$ cat src/rtl/uart_pkg.sv
// Shared UART definitions: FSM state encoding and default baud divisor,
// also reused by the word-output stage for its character pulse spacing.
package uart_pkg;

  typedef enum logic [2:0] {
    ST_IDLE   = 3'd0,
    ST_START  = 3'd1,
    ST_DATA   = 3'd2,
    ST_PARITY = 3'd3,
    ST_STOP   = 3'd4
  } uart_state_e;

  // 100 MHz system clock / 115200 baud
  localparam int DEFAULT_CLKS_PER_BIT = 868;

endpackage

$ cat src/rtl/sync_fifo.sv
// First-word-fall-through synchronous FIFO; a push into a full FIFO is
// accepted only when a pop frees the slot in the same cycle.
module sync_fifo #(
  parameter int WIDTH = 8,
  parameter int DEPTH = 4
) (
  input  logic                     sysclk,
  input  logic                     rst_n,
  input  logic                     push,
  input  logic [WIDTH-1:0]         din,
  input  logic                     pop,
  output logic [WIDTH-1:0]         dout,
  output logic                     full,
  output logic                     empty,
  output logic [$clog2(DEPTH):0]   count
);

  localparam int AW = $clog2(DEPTH);
  localparam logic [AW:0] FULL_CNT = (AW+1)'(DEPTH);

  logic [WIDTH-1:0] mem [DEPTH];
  logic [AW-1:0]    wr_ptr;
  logic [AW-1:0]    rd_ptr;
  logic             do_push;
  logic             do_pop;

  assign full    = (count == FULL_CNT);
  assign empty   = (count == '0);
  assign do_pop  = pop & ~empty;
  assign do_push = push & (~full | do_pop);
  assign dout    = mem[rd_ptr];

  always_ff @(posedge sysclk) begin
    if (do_push) mem[wr_ptr] <= din;
  end

  // Pointers wrap naturally because DEPTH is a power of two.
  always_ff @(posedge sysclk or negedge rst_n) begin
    if (!rst_n) begin
      wr_ptr <= '0;
      rd_ptr <= '0;
      count  <= '0;
    end else begin
      if (do_push) wr_ptr <= wr_ptr + 1'b1;
      if (do_pop)  rd_ptr <= rd_ptr + 1'b1;
      case ({do_push, do_pop})
        2'b10:   count <= count + 1'b1;
        2'b01:   count <= count - 1'b1;
        default: count <= count;
      endcase
    end
  end

endmodule

$ cat src/rtl/uart_tx_buffered.sv
// Buffered UART transmitter: FIFO of pending characters feeding a
// start/data/parity/stop framing FSM with a registered serial output.
module uart_tx_buffered
  import uart_pkg::*;
#(
  parameter int CLKS_PER_BIT = DEFAULT_CLKS_PER_BIT,
  parameter int STOP_BITS    = 1,
  parameter int PARITY_EN    = 0,
  parameter int FIFO_DEPTH   = 4
) (
  input  logic                          sysclk,
  input  logic                          rst_n,
  input  logic                          start,
  input  logic [7:0]                    data,
  output logic                          tx,
  output logic                          busy,
  output logic                          overflow,
  output logic [$clog2(FIFO_DEPTH):0]   fifo_count,
  output logic [2:0]                    fsm_state
);

  localparam int BW = $clog2(CLKS_PER_BIT);
  localparam logic [BW-1:0] BAUD_LAST = BW'(CLKS_PER_BIT - 1);
  localparam logic [2:0]    STOP_LAST = 3'(STOP_BITS - 1);

  uart_state_e   state, state_d;
  logic [BW-1:0] baud, baud_d;
  logic [2:0]    bit_idx, bit_d;
  logic [7:0]    shift, shift_d;
  logic          par, par_d;
  logic          tx_d;
  logic          pop;
  logic          wrap;
  logic [7:0]    fifo_dout;
  logic          fifo_full;
  logic          fifo_empty;

  // Write handshake: start is a valid strobe with no ready; a byte offered
  // while the FIFO is full and not popping is dropped and flagged next cycle.
  sync_fifo #(.WIDTH(8), .DEPTH(FIFO_DEPTH)) u_fifo (
    .sysclk (sysclk),
    .rst_n  (rst_n),
    .push   (start),
    .din    (data),
    .pop    (pop),
    .dout   (fifo_dout),
    .full   (fifo_full),
    .empty  (fifo_empty),
    .count  (fifo_count)
  );

  assign wrap      = (baud == BAUD_LAST);
  assign fsm_state = state;

  always_comb begin
    state_d = state;
    baud_d  = wrap ? '0 : baud + 1'b1;
    bit_d   = bit_idx;
    shift_d = shift;
    par_d   = par;
    pop     = 1'b0;
    case (state)
      ST_IDLE: begin
        baud_d = '0;
        if (!fifo_empty) begin
          pop     = 1'b1;
          shift_d = fifo_dout;
          par_d   = 1'b0;
          state_d = ST_START;
        end
      end
      ST_START: begin
        if (wrap) begin
          state_d = ST_DATA;
          bit_d   = '0;
        end
      end
      ST_DATA: begin
        if (wrap) begin
          par_d   = par ^ shift[0];
          shift_d = {1'b0, shift[7:1]};
          if (bit_idx == 3'd7) begin
            state_d = (PARITY_EN != 0) ? ST_PARITY : ST_STOP;
            bit_d   = '0;
          end else begin
            bit_d = bit_idx + 1'b1;
          end
        end
      end
      ST_PARITY: begin
        if (wrap) begin
          state_d = ST_STOP;
          bit_d   = '0;
        end
      end
      ST_STOP: begin
        if (wrap) begin
          if (bit_idx == STOP_LAST) state_d = ST_IDLE;
          else                      bit_d   = bit_idx + 1'b1;
        end
      end
      default: state_d = ST_IDLE;
    endcase

    // The line level is a function of the next state so tx can be a flop.
    case (state_d)
      ST_START:  tx_d = 1'b0;
      ST_DATA:   tx_d = shift_d[0];
      ST_PARITY: tx_d = par_d;
      default:   tx_d = 1'b1;
    endcase
  end

  always_ff @(posedge sysclk or negedge rst_n) begin
    if (!rst_n) begin
      state    <= ST_IDLE;
      baud     <= '0;
      bit_idx  <= '0;
      shift    <= '0;
      par      <= 1'b0;
      tx       <= 1'b1;
      busy     <= 1'b0;
      overflow <= 1'b0;
    end else begin
      state    <= state_d;
      baud     <= baud_d;
      bit_idx  <= bit_d;
      shift    <= shift_d;
      par      <= par_d;
      tx       <= tx_d;
      busy     <= (state != ST_IDLE) | (fifo_count != '0);
      overflow <= start & fifo_full & ~pop;
    end
  end

endmodule

$ cat config.mk
export PLATFORM = sky130hd
export DESIGN_NAME = uart_tx_buffered
export DESIGN_NICKNAME = d
export VERILOG_FILES = /design/src/rtl/uart_pkg.sv /design/src/rtl/sync_fifo.sv /design/src/rtl/uart_tx_buffered.sv
export SDC_FILE = /design/constraint.sdc
export NUM_CORES = 1
export LEC_CHECK = 0
export ABC_CLOCK_PERIOD_IN_PS = 2600
export CORE_ASPECT_RATIO = 1.75
export CORE_MARGIN = 2
export CORE_UTILIZATION = 45
export CTS_CLUSTER_DIAMETER = 60
export DETAILED_ROUTE_END_ITERATION = 6
export SLEW_MARGIN = 10
export SYNTH_ARGS = -nofsm -noshare
export SYNTH_HDL_FRONTEND = slang
export SYNTH_SLANG_ARGS = --single-unit
$ cat constraint.sdc
create_clock -name sysclk -period 2.6 [get_ports sysclk]
set_input_delay 0.26 -clock sysclk [delete_from_list [all_inputs] [get_ports sysclk]]
set_output_delay 0.26 -clock sysclk [all_outputs]
set_load 0.01 [all_outputs]
==> results of run 1 <==
-- cells in the final DEF (no fill, tap or decap), drive strengths merged, types with 2 or more instances in the layout --
master         instances
xor2                   4
a31oi                  2
mux2i                  4
and3                   3
clkbuf                12
clkinv                 3
a21o                   6
buf                    6
mux4                   8
dfrtp                 34
clkdlybuf4s50         19
nand2                 14
nor2                  21
inv                   13
and2                   4
edfxtp                32
nand2b                 5
a21oi                  2
nor3                   4
ha                     9
nand3                  8
nor4                   2
or3                    3
o21ai                  6
or3b                   2
a22o                   6
xnor2                 10
-- worst paths after layout --
kind	from	to	slack, ps	depth (start not counted)
worst max-delay path	fsm_state[0]$_DFF_PN0_	u_fifo.count[2]$_DFFE_PN0P_	300	9
worst min-delay path	rst_n	baud[6]$_DFF_PN0_	360	2
worst max register to register	fsm_state[0]$_DFF_PN0_	u_fifo.count[2]$_DFFE_PN0P_	300	9
worst min register to register	baud[0]$_DFF_PN0_	baud[0]$_DFF_PN0_	480	1
max in group asynchronous	rst_n	tx$_DFF_PN1_	1890	2
min in group sysclk	baud[0]$_DFF_PN0_	baud[0]$_DFF_PN0_	480	1
-- logic make-up after synthesis --
family,Yosys count,synth area share (%)
AND/OR/NAND/NOR,70,12.1
flip-flops,67,61.4
AO/OA/AOI/OAI,26,7.27
buffers and inverters,21,3.01
XOR/XNOR,14,4.10
multiplexers,13,7.73
adder cells (fa/ha/maj),10,4.43
-- power groups by stage --
stage               clock network (mW)  logic [mW]  registers [mW]
floorplan                            0       0.587            1.54
global placement                     0       0.754            1.65
detailed placement                   0       0.770            1.65
CTS                               1.18       0.775            1.63
global route                      1.22       0.858            1.67
finish                            1.16       0.754            1.63
-- cell usage after synthesis, types with 4 or more instances --
cell type   n
dfrtp_1    34
edfxtp_1   32
nor2_1     20
nand2_1    14
inv_1      12
xnor2_1    10
ha_1        9
mux4_2      8
nand3_1     8
a21o_1      6
a22o_1      6
nand2b_1    5
and2_1      4
mux2i_1     4
o21ai_0     4
xor2_1      4
-- through the flow --
stage,std cells,hold WS (ps)
after global placement,320,459
after floorplan,221,-35.6
after detailed placement,320,470
after global routing,336,399
after CTS,336,371
final,336,358
-- critical path: cells and delay by family (launching register included) --
| kind | cells | cell delay (ps) |
|---|---|---|
| AND/OR/NAND/NOR | 3 | 620 |
| adder cells (fa/ha/maj) | 2 | 590 |
| flip-flops | 1 | 470 |
| XOR/XNOR | 2 | 300 |
| buffers and inverters | 2 | 250 |
-- final cells by class --
type                            instances  area, sq um  share of cell area, %
Sequential cell                        67         1840                   51.5
Multi-Input combinational cell        133         1070                   29.9
Tap cell                               82          103                   2.87
Clock inverter                          4         43.8                   1.23
Inverter                               13         48.8                   1.37
Clock buffer                           12          236                   6.62
Timing Repair Buffer                   25          235                   6.59
-- per-layer routing --
metal,share of wire [%],track usage [%],up-vias
met4,2.3,9.17,0
met3,3.3,4.34,11
met5,0,0,-
li1,-,-,846
met1,40,19.3,896
met2,54,29.4,34
-- registers in the layout (all words and copies together) (netlist names) --
register,cells
bit_idx,3
overflow,1
baud,10
u_fifo.count,3
tx,1
u_fifo.mem,32
fsm_state,3
busy,1
u_fifo.wr_ptr,2
shift,8
par,1
u_fifo.rd_ptr,2
==> results.toml, run 1 <==
[placement]
dpl_worst_slack_ps = 312
numPortBuffers = 19
placed_cell_area_sq_mm = 0.00329
gp_congestion = 0.709
dp_hpwl_um = 3780

[power_and_ir_drop]
peakVddDrop_mv = 0.637
power.internal_mw = 2.54
sw_frac_of_total_pct = 28.0
power_leakage_nw = 1.46
share_seq_of_total_power_pct = 46.0
p_per_area_mw_per_mm2 = 990
combinationalPowerShare_pct = 21.3
power.share.clock_pct = 32.7
switchingPower_mw = 0.991
power.total_mw = 3.54

[setup_path]
crit_type = "reg2reg"
required_ps = 2850
crit_chain = "nor3_1, nand2_1, inv_2, ha_1, inv_1, fa_1, xor2_1, nor2_1, xor2_1"
cp_slowest_stage_delay_ps = 470
crit_path_top_delay_cell = "dfrtp_1"
cp_data_arrival_time_ps = 2550
startpoint_type = "register"
path_max_fanout = 11
end_kind = "register"
crit_top_cell = "xor2_1"

[layout]
diodes = 0
nets = 270
drive_gt1_share_pct = 15.0
syn2layout_area_growth_pct = 19.3
postLayoutCoreUtil_pct = 55.0
fin_area_sq_mm = 0.00357
fill_cells = 539

[synthesis]
synth_nets = 242
async_flop_share_pct = 52.2
yosys_warnings = 0
synth_cell_type_count = 45
ys_seq_area_share_pct = 61.4
syn_area_per_cell_sq_um = 13.5
synth_edf_count = 32
synth_top_area_share_pct = 32.1
synth_area_sq_mm = 0.00299
ys_ff_latch = 67
syn-instance-count = 221
yosys-top-cells-area = "edfxtp_1 (32%), dfrtp_1 (28%), mux4_2 (6.0%)"
synth_top_area_cell = "edfxtp_1"
synth_flop_cell = "dfrtp_1"

[clocking]
root_buffer = "clkbuf_16"
htree_levels = 3
clkSinkCount = 67
cts-resized-gates = 0
clkLatencyLatePin_ps = 330
cts_setup_buffers = 0
cts_buffer_depth = 2
numCtsBuffers = 9
cts_tree = "built"
cts_hold_buffers = 0
clk_pin_slew_worst_paths_ps = 50

[timing]
rsz0062_at_grt = "false"
maxSlewHeadroom_pct = 63.6
finalSetupViolCount = 0
drv_slew = 0
worst_slew_pin_slew_ps = 546
fin_ws_ps = 300
finalClockSkew_ps = 3.98
hold_violations = 0
finalCritPeriodShare_pct = 88.5
layout_min_cycle_time_ps = 2300
timing.fmax_ghz = 0.435
setup_tns_ps = 0

[die]
core_region_area_sq_mm = 0.00649
fp.dieArea_sq_mm = 0.00735
start_util_pct = 46.1
std_cell_rows = 39
die_h_um = 112
die_x_um = 65.7
pin_count = 20

[run_status]
status = "finished, final reports clean"

[grt]
grt_max_degree = 36
antenna_found_initial = 0
overflow = 0
grt_pass1_wl_um = 9430
grt_pass1_vias = 1937
grt.total_usage_pct = 17.3

[routing]
ant_nets = 0
vias = 1787
dr.pass1.iters = 4
drtIter0Drc = 79
wl_per_cell_um = 16.0
routed_wl_um = 5390
drc_errors = 0
vias_per_cell = 5.32

[job]
drv_cap = 0

[min_path]
min_path_type = "in2async"
(Power assumes the default switching activity.)
==> run 2: changes to the inputs <==
--- a/config.mk
+++ b/config.mk
@@ -5,7 +5,7 @@
 export SDC_FILE = /design/constraint.sdc
 export NUM_CORES = 1
 export LEC_CHECK = 0
-export ABC_CLOCK_PERIOD_IN_PS = 2600
+export ABC_CLOCK_PERIOD_IN_PS = 2900
 export CORE_ASPECT_RATIO = 1.75
 export CORE_MARGIN = 2
 export CORE_UTILIZATION = 45
==> constraint.sdc (replaced) <==
create_clock -name sysclk -period 2.9 [get_ports sysclk]
set_input_delay 0.29 -clock sysclk [delete_from_list [all_inputs] [get_ports sysclk]]
set_output_delay 0.29 -clock sysclk [all_outputs]
set_load 0.01 [all_outputs]
==> results.toml, run 2 (same netlist as run 1, synthesis figures left out) <==
[timing]
maxSlewHeadroom_pct = 61.6
drv_slew = 0
timing.fmax_ghz = 0.417
finalClockSkew_ps = 7.41
finalSetupViolCount = 0
finalCritPeriodShare_pct = 82.8
setup_tns_ps = 0
hold_violations = 0
worst_slew_pin_slew_ps = 577
layout_min_cycle_time_ps = 2400
rsz0062_at_grt = "false"
holdWs_ps = 379

[grt]
grt_pass1_vias = 1829
antenna_found_initial = 0
grt_pass1_wl_um = 8820
grt_max_degree = 36
grt.total_usage_pct = 16.3
overflow = 0

[routing]
ant_nets = 0
dr.pass1.iters = 4
drc_errors = 0
drtIter0Drc = 94
vias = 1698
wl_per_cell_um = 15.3
routed_wl_um = 5050
vias_per_cell = 5.13

[layout]
multiInputGateArea_sq_mm = 0.00107
syn2layout_area_growth_pct = 18.5
fill_cells = 525
largest_reg_flops = 32
diodes = 0
nets = 265
final_cells = 331
drive_gt1_share_pct = 14.5
reg_top3 = "u_fifo.mem x32, baud x10, shift x8"
layout_commonest_cell = "dfrtp_1"
regMostFlops = "u_fifo.mem"
seqCellArea_sq_mm = 0.00184
final_cell_mix = "dfrtp_1 (34), edfxtp_1 (32), nor2_1 (20), clkdlybuf4s50_1 (19), nand2_1 (14)"
fin_area_sq_mm = 0.00355

[setup_path]
reg2reg_to = "u_fifo.count[2]$_DFFE_PN0P_"
cp_data_arrival_time_ps = 2650
crit_path_top_delay_cell = "dfrtp_1"
startpoint_type = "register"
reg2reg_depth = 9
cp_slowest_stage_delay_ps = 510
crit_top_cell = "xor2_1"
cp.depth = 9
path_max_fanout = 13
r2r_start = "fsm_state[1]$_DFF_PN0_"
crit_buf_inv = 2
crit_chain = "nor3_1, nand2_1, inv_2, ha_1, inv_1, fa_1, xor2_1, nor2_1, xor2_1"
crit_type = "reg2reg"
critPathTopFamily = "simple AND/OR/NAND/NOR gates"
end_kind = "register"
required_ps = 3150
r2r_slack_ps = 500

[placement]
dp_hpwl_um = 3660
numPortBuffers = 19
gp_congestion = 0.752
placed_cell_area_sq_mm = 0.00325
dpl.cell_count = 315

[power_and_ir_drop]
power_leakage_nw = 1.44
peakVddDrop_mv = 0.550
p_per_area_mw_per_mm2 = 889

[clocking]
root_buffer = "clkbuf_16"
clk_pin_slew_worst_paths_ps = 60
cts-resized-gates = 0
cts_setup_buffers = 0
clkLatencyLatePin_ps = 330
cts_tree = "built"
htree_levels = 3
cts_hold_buffers = 0
cts_buffer_depth = 2
clkSinkCount = 67
numCtsBuffers = 9

[die]
std_cell_rows = 39
die_h_um = 112
fp.dieArea_sq_mm = 0.00735
start_util_pct = 46.1
pin_count = 20
die_x_um = 65.7
core_region_area_sq_mm = 0.00649

[job]
drv_cap = 0

[min_path]
min_path_type = "in2async"

[run_status]
status = "finished, final reports clean"
[run 2: changes by cell type in the layout (fill, tap and decap cells not counted), sizes merged]
cell,delta
buf,-5
clkinvlp,+1
clkinv,+2
clkbuf,-3
[run 2: through the flow]
stage	utilization, %	setup slack (ps)	total power [mW]
global route	54.7	213	3.34
detailed placement	50.1	507	2.14
global placement	50.1	612	2.13
floorplan	-	562	1.91
finish	54.7	500	3.15
CTS	54.7	498	3.21
[run 2: layout make-up]
type | count | area share [%]
flip-flops and latches | 67 | 51.8
multi-input cells | 133 | 30.1
clock buffers | 9 | 6.35
repair buffers | 20 | 5.57
well taps | 82 | 2.89
clock inverters | 7 | 1.94
inverters | 13 | 1.38
[run 2: how the worst max path moves through the flow]
stage / start / to
2_1_floorplan: fsm_state[0]$_DFF_PN0_ / u_fifo.count[2]$_DFFE_PN0P_
3_5_place_dp: fsm_state[1]$_DFF_PN0_ / u_fifo.count[2]$_DFFE_PN0P_
4_1_cts: fsm_state[1]$_DFF_PN0_ / u_fifo.count[2]$_DFFE_PN0P_
3_3_place_gp: fsm_state[1]$_DFF_PN0_ / u_fifo.count[2]$_DFFE_PN0P_
6_report: fsm_state[1]$_DFF_PN0_ / u_fifo.count[2]$_DFFE_PN0P_
5_1_grt: fsm_state[1]$_DFF_PN0_ / u_fifo.count[2]$_DFFE_PN0P_
[run 2: worst register-to-register path, delay by kind of cell (launching register included)]
kind / cells / cell delay, ps
flip-flops: 1 / 510
adder cells (fa/ha/maj): 2 / 580
XOR/XNOR: 2 / 300
AND/OR/NAND/NOR: 3 / 670
buffers and inverters: 2 / 280
[run 2: power by group]
part           switching [mW]  internal, mW
logic                   0.289         0.358
registers               0.211          1.25
clock network           0.387         0.661
[run 2: routing by layer]
| layer | global-route usage (%) | wire length, um | vias to the layer above |
|---|---|---|---|
| li1 | - | - | 841 |
| met1 | 18.1 | 2020 | 826 |
| met2 | 27.7 | 2800 | 23 |
| met3 | 3.43 | 116 | 8 |
| met4 | 10.0 | 119 | 0 |
| met5 | 0 | 0 | - |
==> run 3: changes to the inputs <==
--- a/config.mk
+++ b/config.mk
@@ -5,12 +5,13 @@
 export SDC_FILE = /design/constraint.sdc
 export NUM_CORES = 1
 export LEC_CHECK = 0
-export ABC_CLOCK_PERIOD_IN_PS = 2900
+export ABC_CLOCK_PERIOD_IN_PS = 2000
 export CORE_ASPECT_RATIO = 1.75
 export CORE_MARGIN = 2
 export CORE_UTILIZATION = 45
 export CTS_CLUSTER_DIAMETER = 60
 export DETAILED_ROUTE_END_ITERATION = 6
+export PLACE_DENSITY = 0.66
 export SLEW_MARGIN = 10
 export SYNTH_ARGS = -nofsm -noshare
 export SYNTH_HDL_FRONTEND = slang
==> constraint.sdc (replaced) <==
create_clock -name sysclk -period 2 [get_ports sysclk]
set_input_delay 0.2 -clock sysclk [delete_from_list [all_inputs] [get_ports sysclk]]
set_output_delay 0.2 -clock sysclk [all_outputs]
set_load 0.01 [all_outputs]
==> results.toml, run 3 (same netlist as run 1, synthesis figures left out) <==
[routing]
drtIter0Drc = 99
ant_nets = 0
vias_per_cell = 5.16
wl_per_cell_um = 15.3
routed_wl_um = 5390
drc_errors = 0
dr.pass1.iters = 4
vias = 1823

[timing]
worst_slew_pin_slew_ps = 464
layout_min_cycle_time_ps = 1930
timing.fmax_ghz = 0.519
drv_slew = 0
finalCritPeriodShare_pct = 96.3
fin_ws_ps = 73.5
finalSetupViolCount = 0
hold_violations = 0
finalClockSkew_ps = 5.19
holdWs_ps = 298
rsz0062_at_grt = "true"
maxSlewHeadroom_pct = 69.1

[power_and_ir_drop]
sw_frac_of_total_pct = 27.9
power.internal_mw = 3.48
combinationalPowerShare_pct = 26.2
power.share.clock_pct = 31.8
switchingPower_mw = 1.35
power.total_mw = 4.83
share_seq_of_total_power_pct = 42.1
peakVddDrop_mv = 0.892
p_per_area_mw_per_mm2 = 1270
power_leakage_nw = 1.56

[clocking]
root_buffer = "clkbuf_16"
cts_hold_buffers = 0
htree_levels = 3
clkSinkCount = 67
numCtsBuffers = 9
cts_buffer_depth = 2
cts_tree = "built"
clk_pin_slew_worst_paths_ps = 50
clkLatencyLatePin_ps = 330

[setup_path]
path_max_fanout = 3
cp_slowest_stage_delay_ps = 420
r2r_start = "fsm_state[0]$_DFF_PN0_"
reg2reg_to = "u_fifo.count[2]$_DFFE_PN0P_"
crit_chain = "or3_4, a31oi_4, inv_1, ha_2, inv_2, fa_2, xor2_1, nor2_1, xor2_1"
crit_start = "fsm_state[0]$_DFF_PN0_"
r2r_slack_ps = 70
startpoint_type = "register"
critPathTopFamily = "simple AND/OR/NAND/NOR gates"
reg2reg_depth = 9
crit_type = "reg2reg"
end_kind = "register"
endpoint = "u_fifo.count[2]$_DFFE_PN0P_"
required_ps = 2210
cp_data_arrival_time_ps = 2140
cp.depth = 9
crit_buf_inv = 2
crit_path_top_delay_cell = "or3_4"
crit_top_cell = "xor2_1"

[min_path]
min_path_type = "in2async"

[die]
fp.dieArea_sq_mm = 0.00735
pin_count = 20
start_util_pct = 46.1
core_region_area_sq_mm = 0.00649
die_x_um = 65.7
std_cell_rows = 39
die_h_um = 112

[layout]
diodes = 0
layout_commonest_cell = "dfrtp_1"
final_cells = 353
postLayoutCoreUtil_pct = 58.5
largest_reg_flops = 32
nets = 287
final_cell_mix = "dfrtp_1 (34), edfxtp_1 (32), nor2_1 (19), clkdlybuf4s50_1 (19), buf_4 (19)"
reg_top3 = "u_fifo.mem x32, baud x10, shift x8"
syn2layout_area_growth_pct = 26.9
drive_gt1_share_pct = 24.7
regMostFlops = "u_fifo.mem"

[placement]
numPortBuffers = 19
dpl.cell_count = 335
dpl_worst_slack_ps = 44.1
gp_congestion = 0.763
dp_hpwl_um = 3840

[grt]
overflow = 0
grt.total_usage_pct = 17.3
antenna_found_initial = 0
grt_pass1_vias = 1947
grt_max_degree = 36
grt_pass1_wl_um = 9200

[job]
drv_cap = 0

[run_status]
status = "finished, final reports clean"
-- run 3: cell count changes in the layout (fill, tap and decap cells not counted), sizes merged --
cell and change:
buf +22, clkbuf +1, clkinv -4, clkinvlp +2, inv +1
-- run 3: power by group through the flow --
stage,clock network (mW),registers (mW),logic [mW]
2_1_floorplan,0,2.01,0.777
3_3_place_gp,0,2.04,1.26
3_5_place_dp,0,2.05,1.28
4_1_cts,1.57,2.03,1.28
5_1_grt,1.64,2.07,1.41
6_report,1.54,2.03,1.26
-- run 3: layout make-up --
| cell class | instances | area [sq um] |
|---|---|---|
| fillers | 513 | 2690 |
| flip-flops and latches | 67 | 1840 |
| multi-input cells | 133 | 1100 |
| repair buffers | 42 | 413 |
| clock buffers | 10 | 229 |
| well taps | 82 | 103 |
| clock inverters | 6 | 66.3 |
| inverters | 13 | 48.8 |
-- run 3: worst min path at each step --
| stage | cells past startpoint | end | startpoint |
|---|---|---|---|
| 2_1_floorplan | 0 | baud[0]$_DFF_PN0_ | rst_n |
| 3_3_place_gp | 1 | shift[4]$_DFFE_PN0P_ | shift[4]$_DFFE_PN0P_ |
| 3_5_place_dp | 1 | shift[6]$_DFFE_PN0P_ | shift[6]$_DFFE_PN0P_ |
| 4_1_cts | 2 | baud[7]$_DFF_PN0_ | rst_n |
| 5_1_grt | 2 | par$_DFF_PN0_ | rst_n |
| 6_report | 2 | baud[4]$_DFF_PN0_ | rst_n |
-- run 3: layer usage --
metal,share of wire (%),vias up,global-route usage [%],wire (um)
met5,0,-,0,0
met4,2.0,0,8.89,110
met3,2.9,7,5.35,159
met2,55,23,29.5,2990
met1,40,910,18.9,2130
li1,-,883,-,-
-- run 3: worst register-to-register path, cell delays in order (launching register included) --
cell,delay (ps)
dfrtp_1,410
or3_4,420
a31oi_4,160
inv_1,60
ha_2,190
inv_2,60
fa_2,190
xor2_1,140
nor2_1,60
xor2_1,140
-- run 3: stage by stage --
stage	setup TNS, ps	instance area [sq um]
detailed placement	0	3480
finish	0	3800
global placement	0	3480
floorplan	-235	3030
global route	-8.84	3800
CTS	0	3770
-- run 3: timing repair --
| action | CTS | global route |
|---|---|---|
| resized for setup | 0 | 4 |
| buffers inserted | 0 | 2 |
| endpoints found under the setup margin | 0 | 12 |
==> variant, RTL diff (flow settings as in run 2) <==
Change the parameter `PARITY_EN` from 0 to 1.
--- a/src/rtl/uart_tx_buffered.sv
+++ b/src/rtl/uart_tx_buffered.sv
@@ -5,7 +5,7 @@
 #(
   parameter int CLKS_PER_BIT = DEFAULT_CLKS_PER_BIT,
   parameter int STOP_BITS    = 1,
-  parameter int PARITY_EN    = 0,
+  parameter int PARITY_EN    = 1,
   parameter int FIFO_DEPTH   = 4
 ) (
   input  logic                          sysclk,
Behaviour: no difference found for any inputs over 10 cycles, from zero or initial values and one cycle with rst_n low; that may be too few to reach the edited logic, so the function may still have changed.
==> variant against run 2 <==
Sequential share of layout area fell by 0.49 points; total power fell by 8.1%; die area rose by 0.16%; wire length rose by 1.8%; final area rose by 0.95%; area after synthesis rose by 0.17%; via count rose by 2.2%; synthesized cell count fell by 1.4%; setup slack improved by 0.014 ns; core utilization rose by 0.52 points; sequential cell count did not move; clock skew fell by 0.0019 ns.
==> variant: results (changes against run 2) <==
- Outcome: finished, final reports clean (unchanged)
- Critical path launch point: fsm_state[0] (was fsm_state[1])
- Syn_nets: 239 (was 242)
- Pre-CTS setup slack: 0.491 ns (was 0.507 ns)
- Max Clock Skew: 0.00553 ns (was 0.00741 ns)
- Average cell area after synthesis: 13.8 um^2 (was 13.5 um^2)
- Worst hold slack: 0.0469 ns (was 0.379 ns)
- Share of synthesized area occupied by flip-flops and latches: 0.613 (was 0.614)
- FILL cells: 552 (was 525)
- Commonest cells in the synthesized netlist: dfrtp_1 (34), edfxtp_1 (32), nor2_1 (19) (was dfrtp_1 (34), edfxtp_1 (32), nor2_1 (20))
- Final weighted congestion in routability-driven placement: 0.838 (was 0.752)
- Leakage power: 1.49 nW (was 1.44 nW)
- Post-synthesis share of cell area spent on xor and xnor gates: 0.0409 (was 0.0410)
- Number of standard cells in the final layout excluding fillers: 330 (was 331)
- Final Net Count: 264 (was 265)
- Fraction of the mapped netlist area in compound gates: 0.0713 (was 0.0727)
- IR Drop Worst-Case VDD: 486 uV (was 550 uV)
- Share of final-layout standard cells stronger than drive strength 1: 0.149 (was 0.145)
- Final worst-path cycle share: 0.823 (was 0.828)
- Worst Reg-to-Reg Cells: 8 (was 9)
- Leading post-synthesis cells by cell area: edfxtp_1 (32%), dfrtp_1 (28%), mux4_2 (6.0%) (unchanged)
- Count of routing violations after the opening detailed-route iteration: 86 (was 94)
- Relative slew slack: 0.475 (was 0.616)
- Number of placed instances with taps included: 314 (was 315)
- Estimated wirelength of the detail-placed design: 3.76 mm (was 3.66 mm)
- First-pass GRT wire length: 8.93 mm (was 8.82 mm)
- CP max stage delay: 0.48 ns (was 0.51 ns)
## variant: cell types whose count changed after synthesis, moves of 3 or more
cell,run 2,this run
nand4_1,0,3
nand2_1,14,11
xnor2_1,10,7
or3_1,3,0
xor2_1,4,7
## variant: layout make-up
class / instances / share of cell area
Sequential cell: 67 / 0.513
Multi-Input combinational cell: 129 / 0.299
Clock buffer: 11 / 0.0650
Timing Repair Buffer: 22 / 0.0580
Tap cell: 82 / 0.0287
Clock inverter: 5 / 0.0217
Inverter: 14 / 0.0147
## variant: per-layer routing
metal	global-route usage	share of wire
met5	0	0
met2	0.275	0.55
met3	0.0495	0.030
met1	0.184	0.38
met4	0.0917	0.032
## variant: power by group
part	total [W]	leakage, nW	switching, W	internal, W
Clock	0.00112	0.150	0.000370	0.000749
Combinational	0.000460	0.616	0.000234	0.000226
Sequential	0.00132	0.725	0.000127	0.00119
